$ cat src/rtl/board_row_fetch.sv
// Tetris board store with atomic row fetch for the VGA colour mapper.
// Optional macro PIECE_OVERLAY_EN overlays the falling piece onto the committed row.
module board_row_fetch #(
  parameter int BOARD_COLS = 10,
  parameter int BOARD_ROWS = 20,
  parameter int CELL_W     = 16
) (
  input  logic                                  Clk,
  input  logic                                  reset,
  input  logic                                  LD_Row,
  input  logic [7:0]                            rowNum,
  input  logic                                  wr_en,
  input  logic [4:0]                            wr_row,
  input  logic [3:0]                            wr_col,
  input  logic [CELL_W-1:0]                     wr_data,
`ifdef PIECE_OVERLAY_EN
  input  logic                                  piece_valid,
  input  logic [3:0][3:0]                       piece_x,
  input  logic [3:0][4:0]                       piece_y,
  input  logic [CELL_W-1:0]                     piece_cell,
`endif
  output logic [BOARD_COLS-1:0][CELL_W-1:0]     Row,
  output logic                                  rowReady,
  output logic                                  busy
);

  localparam int DEPTH = BOARD_COLS * BOARD_ROWS;

  typedef enum logic [1:0] {IDLE, FETCH, DRAIN, COMMIT} state_t;

  state_t                             state_q, state_d;
  logic                               ld_q;
  logic [7:0]                         row_q, row_d;
  logic [3:0]                         col_q, col_d;
  logic                               req;
  logic                               row_ok;
  logic                               wr_ok;
  logic [7:0]                         rd_addr;
  logic [7:0]                         wr_addr;
  logic [CELL_W-1:0]                  mem [DEPTH];
  logic signed [CELL_W-1:0]           rd_data_p1;
  logic                               vld_p1;
  logic [3:0]                         col_p1;
  logic [BOARD_COLS-1:0][CELL_W-1:0]  shadow_q;
  logic [BOARD_COLS-1:0][CELL_W-1:0]  commit_row;
  logic [BOARD_COLS-1:0][CELL_W-1:0]  row_out_q;
  logic                               rdy_q;

  assign req     = LD_Row & ~ld_q;
  assign row_ok  = row_q < 8'(BOARD_ROWS);
  assign wr_ok   = (wr_row < 5'(BOARD_ROWS)) && (wr_col < 4'(BOARD_COLS));
  assign rd_addr = row_q * 8'(BOARD_COLS) + {4'b0, col_q};
  assign wr_addr = {3'b0, wr_row} * 8'(BOARD_COLS) + {4'b0, wr_col};

  // Board RAM: no reset, so a reset mid-game keeps the playfield intact.
  always_ff @(posedge Clk) begin
    if (wr_en && wr_ok) mem[wr_addr] <= wr_data;
  end

  // Stage p0 -> p1: RAM read; out-of-range rows read as empty.
  always_ff @(posedge Clk) begin
    if (state_q == FETCH && row_ok) rd_data_p1 <= mem[rd_addr];
    else                            rd_data_p1 <= '0;
    col_p1 <= col_q;
  end

  always_ff @(posedge Clk) begin
    if (reset) vld_p1 <= 1'b0;
    else       vld_p1 <= (state_q == FETCH);
  end

  // Stage p1 -> shadow: assemble the row off-screen.
  always_ff @(posedge Clk) begin
    if (reset)       shadow_q         <= '0;
    else if (vld_p1) shadow_q[col_p1] <= rd_data_p1;
  end

  always_comb begin
    commit_row = shadow_q;
`ifdef PIECE_OVERLAY_EN
    for (int c = 0; c < BOARD_COLS; c++) begin
      for (int k = 0; k < 4; k++) begin
        if (piece_valid && piece_x[k] == 4'(c) && {3'b0, piece_y[k]} == row_q)
          commit_row[c] = piece_cell;
      end
    end
`endif
  end

  always_comb begin
    state_d = state_q;
    row_d   = row_q;
    col_d   = col_q;
    case (state_q)
      IDLE: begin
        if (req) begin
          row_d   = rowNum;
          col_d   = '0;
          state_d = FETCH;
        end
      end
      FETCH: begin
        col_d = col_q + 4'd1;
        if (col_q == 4'(BOARD_COLS - 1)) state_d = DRAIN;
      end
      DRAIN:   state_d = COMMIT;
      COMMIT:  state_d = IDLE;
      default: state_d = IDLE;
    endcase
  end

  always_ff @(posedge Clk) begin
    if (reset) begin
      state_q   <= IDLE;
      ld_q      <= 1'b0;
      row_q     <= '0;
      col_q     <= '0;
      row_out_q <= '0;
      rdy_q     <= 1'b0;
    end else begin
      state_q <= state_d;
      ld_q    <= LD_Row;
      row_q   <= row_d;
      col_q   <= col_d;
      rdy_q   <= (state_q == COMMIT);
      if (state_q == COMMIT) row_out_q <= commit_row;
    end
  end

  assign Row      = row_out_q;
  assign rowReady = rdy_q;
  assign busy     = (state_q != IDLE);

endmodule

$ cat config.mk
export PLATFORM = sky130hd
export DESIGN_NAME = board_row_fetch
export DESIGN_NICKNAME = d
export VERILOG_FILES = /design/src/rtl/board_row_fetch.sv
export SDC_FILE = /design/constraint.sdc
export NUM_CORES = 2
export LEC_CHECK = 0
export CORE_MARGIN = 1
export CORE_UTILIZATION = 60
export DETAILED_ROUTE_END_ITERATION = 7
export HOLD_SLACK_MARGIN = 0.1
export PLACE_DENSITY = 0.77
export SETUP_SLACK_MARGIN = 0.5
export SLEW_MARGIN = 5
export SYNTH_ARGS = -nofsm -noshare
export SYNTH_HDL_FRONTEND = slang
export SYNTH_SLANG_ARGS = --single-unit
$ cat constraint.sdc
create_clock -name Clk -period 5.1 [get_ports Clk]
set_clock_uncertainty 0.15 [all_clocks]
set_input_delay 1.275 -clock Clk [delete_from_list [all_inputs] [get_ports Clk]]
set_output_delay 1.275 -clock Clk [all_outputs]
set_load 0.02 [all_outputs]
Yosys cells after proc, flatten, opt, wreduce, memory -nomap -nowiden
Memory sizes are Yosys's and may differ from the RTL's. A register that Yosys moved wholly into a read port is not among the register bits.
Cells that the tools add are included.
Widths: inputs -> output; s select.
- flip-flop bits (word level): 341
- bits in writable memories: 3200
- bits of input ports: 37
- memories: 1
- memory list (name ; words ; bits a word ; read ports ; clocked after memory_dff ; write ports ; RTL line ; text):
    mem ; 200 ; 16 ; 1 ; 1 ; 1 ; 40 ; logic [CELL_W-1:0] mem [DEPTH];
- $add $sub $neg: 3
- $mul: 2
- magnitude comparators: 5
- equal/unequal tests: 6
- muxes and demuxes: 10
- bitwise gates (word level): 2
- reductions and logical operators: 11
- operator list (operator ; number):
    $bwmux 160 ; 1
    $demux 16 s4 ; 1
    $add 8x4->8 ; 2
    $mux 16 ; 1
    $lt 8x5->1 const B ; 1
    $mul 8x3->7 const B ; 1
    $pmux 2 s4 ; 1
    $pmux 4 s2 ; 1
    $mul 5x3->7 const B ; 1
    $reduce_and 2->1 ; 3
    $lt 4x5->1 const B ; 1
    $lt 5x5->1 const B ; 1
    $add 4x1->4 const B ; 1
    $eq 2x2->1 const B ; 2
    $eq 4x4->1 const B ; 1
    $ge 4x1->1 const B ; 1
    $logic_and 1x1->1 ; 4
    $lt 4x4->1 const B ; 1
    $mux 2 ; 2
    $mux 4 ; 1
    $reduce_bool 2->1 ; 2
    $eq 2x1->1 const B ; 1
    $logic_not 2->1 ; 1
    $mux 1 ; 2
    5 further kinds ; 5

Logic depth before layout (Yosys ltp)
- word-level depth: 5
- gate-level depth with buffers: 15
- depth with buffers taken out: 12

Worst setup path after synthesis
OpenSTA, ideal clock, no wires.
- kind: in2reg
- start: input wr_row[1]
- end: memory mem[132][0] (enable)
- arrival time: 4280 ps
- path slack: 281 ps
- stages: 11
- buffers on the path: 1
- cell sequence: ha_1 ha_1 fa_1 xor2_1 nand4_1 xnor2_1 xnor2_1 nor2b_1 nand2_1 clkbuf_1 nor2_1
- word-level cells in the longest chain between the ends: 5
- elaborated cells on any way between the ends: 7
- RTL lines (item ; RTL line ; text):
    start: declaration ; 13 ; input logic [4:0] wr_row,
    branches (longest 5 deep; another with $add 8x4->8) ; -- ;
    end: declaration ; 40 ;
Several ways; the timed one is not identified.

Worst setup path after layout
- start: register col_q[1]
- end: register rd_data_p1[12] (read register of mem)
- word-level cells in the longest chain between the ends: 1
- RTL lines (item ; RTL line ; text):
    start: declaration ; 34 ; logic [3:0] col_q, col_d;
    start signal: assignment ; 124 ; col_q <= col_d;
    $add 8x4->8 ; 52 ; assign rd_addr = row_q * 8'(BOARD_COLS) + {4'b0, col_q};
    end: declaration ; 41 ; logic signed [CELL_W-1:0] rd_data_p1;
No other way between the ends.
A chain may end at the register's enable or synchronous reset.

==> reports/metrics.yaml <==
placed_design:
  post-place-ws_ns: -0.275
  io_buffer_count: 198
  placed_cell_area_um2: 147000
  post-dp-hpwl_um: 239000
  gp_congestion: 0.968
timing:
  worstMarginPinSlew_ns: 1.33
  fin_crit_sh: 0.924
  relSlewSlack: 0.117
  min_period_ns: 4.71
  finalHoldViolCount: 0
  finalWorstSetupSlack_ns: 0.386
  finalSetupViolations: 0
  max_freq_mhz: 212
  rsz0062_at_grt: "false"
  drv_slew: 0
synth:
  syn_inst: 6936
  synth-edff-count: 3200
  ys_types: 80
  synth_xor_area_frac: 0.00167
  async_flop_share: 0
  synth.net_count: 7002
  synth_area_um2: 137000
  synth_area_per_cell_um2: 19.7
  synth_area_leader_cell: "edfxtp_1"
  synth_mux_area_frac: 0.162
  synthTopCellsByArea: "edfxtp_1, mux4_2, dfxtp_1, mux2i_1, nand2_1"
  synth_compound_area_frac: 0.0215
  synth_top_family_by_area: "multiplexers"
  synth_most_common_cell: "edfxtp_1"
  synth_top_area_frac: 0.703
  yosys-top-cells-count: "edfxtp_1, mux4_2, nand2_1, nor2_1, dfxtp_1"
  ys_warn_count: 0
  synthFlopType: "edfxtp_1"
  synth_simple_gate_area_frac: 0.0389
  seq_area_frac_synth: 0.755
  synth_fa_ha_area_frac: 0.00287
  ys_seq_elements: 3557
worst_setup_path:
  critPathArrivalTime_ns: 5.47
  worstSetupPathType: "reg -> reg"
  cp-start-kind: "register"
  cp.required_ns: 5.86
  rr_worst_depth: 10
  crit_fanout: 18
  r2r_start: "col_q[1]$_SDFFE_PP0P_"
  worst-r2r-setup-slack_ns: 0.39
  endpoint_kind: "register"
  r2r-end: "rd_data_p1[12]$_SDFF_PN0_"
clock_network:
  cts_tree: "built"
  htree_levels: 5
  insertion_delay_ns: 0.99
  clk_path_buf_depth: 4
  cts.sink_count: 3557
  root_buffer: "clkbuf_16"
  clk_pin_slew_ns: 0.06
  cts_buffers: 353
  holdBufCountCts: 0
finish:
  multi_input_comb_area_um2: 31400
  nets: 7747
  register_area_um2: 103000
  drive_gt1_frac: 0.259
  fillers: 12872
  design_area_um2: 158000
  area_growth_pct: 15.7
global_routing:
  grt.total_usage: 0.344
  grt_pass1_vias: 73998
  grt_start_max_net_pins: 170
  grt_overflow: 0
  antenna_found_initial: 16
  grt_pass1_wl_um: 553000
die:
  die_width_um: 479
  ios: 199
  die_h_um: 479
  initial_core_util: 0.606
  coreArea_um2: 226000
  num_rows: 174
  dieArea_um2: 230000
route:
  first_pass_iters: 8
  drt-total-wl_um: 395000
  first_iter_violations: 13427
  num_vias: 76017
  routed_via_density: 6.94
  wl_per_cell_um: 36.1
  drc: 11
  ant_nets: 0
pwr:
  power_density_nw_per_um2: 451
  irDropWorstVdd_mv: 0.313
  p_comb_frac: 0.185
  p_switching_w: 0.0196
  p_leak_nw: 49.7
  p_int_w: 0.0518
  p_sw_frac: 0.274
  seqPwrFrac: 0.454
  p_clk_frac: 0.361
min_path:
  min_from: "col_q[3]$_SDFFE_PP0P_"
  min_to: "col_p1[3]$_DFF_P_"
  holdPathStages: 0
  hold_path_class: "reg -> reg"
job:
  max-cap-violations: 0
run_status:
  violations: "design-rule violations"
  outcome: "finished, violations left"
==> logic make-up (layout without fill, tap and decap cells) <==
kind of cell,count (synthesis),count (layout)
fa+ha+maj,29,29
other cells,0,18
mux,1159,1159
buf+inv,428,1434
xor+xnor,23,23
flops,3557,3557
simple gates,1296,1297
compound gates,444,444
==> metrics by stage <==
step / hold slack, ns / util / std cells / TNS, ns / power (W)
6_report: 0.298 / 0.701 / 10953 / 0 / 0.0713
5_1_grt: 0.318 / 0.701 / 10936 / 0 / 0.0725
4_1_cts: 0.301 / 0.700 / 10924 / 0 / 0.0708
3_5_place_dp: 0.276 / 0.650 / 10304 / -92.49 / 0.0453
3_3_place_gp: 0.281 / 0.650 / 10304 / -190.27 / 0.0452
2_1_floorplan: 0.228 / - / 6936 / 0 / 0.0399
==> worst max-delay path, cell delays in order, from the launching register on <==
cell     delay, ns
dfxtp_1       0.48
ha_4          0.19
fa_4          0.86
buf_12        0.30
nor2_4        0.38
buf_4         0.60
a22oi_1       0.36
a31oi_1       0.41
a31oi_2       0.25
a311o_1       0.43
a31oi_1       0.17
==> area by class of cell <==
| class | instances | share of cell area |
|---|---|---|
| well taps | 2992 | 0.0237 |
| clock inverters | 180 | 0.0117 |
| inverters | 13 | 0.000340 |
| clock buffers | 437 | 0.0596 |
| multi-input cells | 2952 | 0.199 |
| diodes | 18 | 0.000285 |
| repair buffers | 804 | 0.0528 |
| flip-flops and latches | 3557 | 0.653 |
==> registers in the layout, indices dropped and copies added (netlist names) <==
register	count
Row	160
col_p1	4
col_q	4
commit_row	160
ld_q	1
mem	3200
rd_data_p1	16
rowReady	1
row_q	8
state_q	2
vld_p1	1
==> metal layers <==
metal / vias to the layer above / part of all wire / track usage / routed length [um]
met5: - / 0.00047 / 0.00373 / 184
met4: 18 / 0.059 / 0.180 / 23400
met3: 1267 / 0.15 / 0.113 / 58600
met2: 6738 / 0.45 / 0.504 / 177000
met1: 38502 / 0.34 / 0.466 / 136000
li1: 29492 / - / - / -
==> layout by cell type (no fill, tap or decap), types with 18 or more instances in the layout <==
cell type and instances:
edfxtp_1 3200, mux4_2 836, nand2_1 594, buf_4 462
nor2_1 437, clkbuf_16 362, dfxtp_1 356, mux2i_1 317
clkdlybuf4s50_1 181, a21oi_1 169, buf_12 143, clkinv_1 67
clkbuf_1 65, nand3_1 57, nor2_2 57, clkinv_2 54
bufinv_16 37, a32oi_1 34, a31oi_1 31, nand4_1 28
o21ai_0 28, o22ai_1 28, a22oi_1 22, ha_1 22
nor3_1 21, a211oi_1 21, diode_2 18
==> what timing repair did <==
action | in CTS | in global routing
setup endpoints to repair | 10 | 40
pin swaps | 1 | 4
endpoints found under the hold margin | 0 | 0
cloned | 0 | 1
buffers inserted | 3 | 10
gates resized for setup | 8 | 16
==> how the worst max path moves through the flow <==
stage                                      to  slack, ns                   from
finish              rd_data_p1[12]$_SDFF_PN0_       0.39  col_q[1]$_SDFFE_PP0P_
global route         rd_data_p1[0]$_SDFF_PN0_       0.49  row_q[0]$_SDFFE_PP0P_
CTS                  rd_data_p1[1]$_SDFF_PN0_       0.46  row_q[1]$_SDFFE_PP0P_
detailed placement      mem[72][14]$_DFFE_PP_      -0.28              wr_row[1]
global placement        mem[72][14]$_DFFE_PP_      -0.34              wr_row[1]
floorplan               mem[128][0]$_DFFE_PP_       0.28              wr_row[1]
==> power by group through the flow <==
stage                     clock network, W  registers, W  logic [W]
after global routing                0.0269        0.0324     0.0133
final                               0.0258        0.0324     0.0132
after floorplan                          0        0.0326    0.00737
after global placement                   0        0.0330     0.0122
after CTS                           0.0258        0.0324     0.0126
after detailed placement                 0        0.0330     0.0123
(Power assumes the default switching activity.)
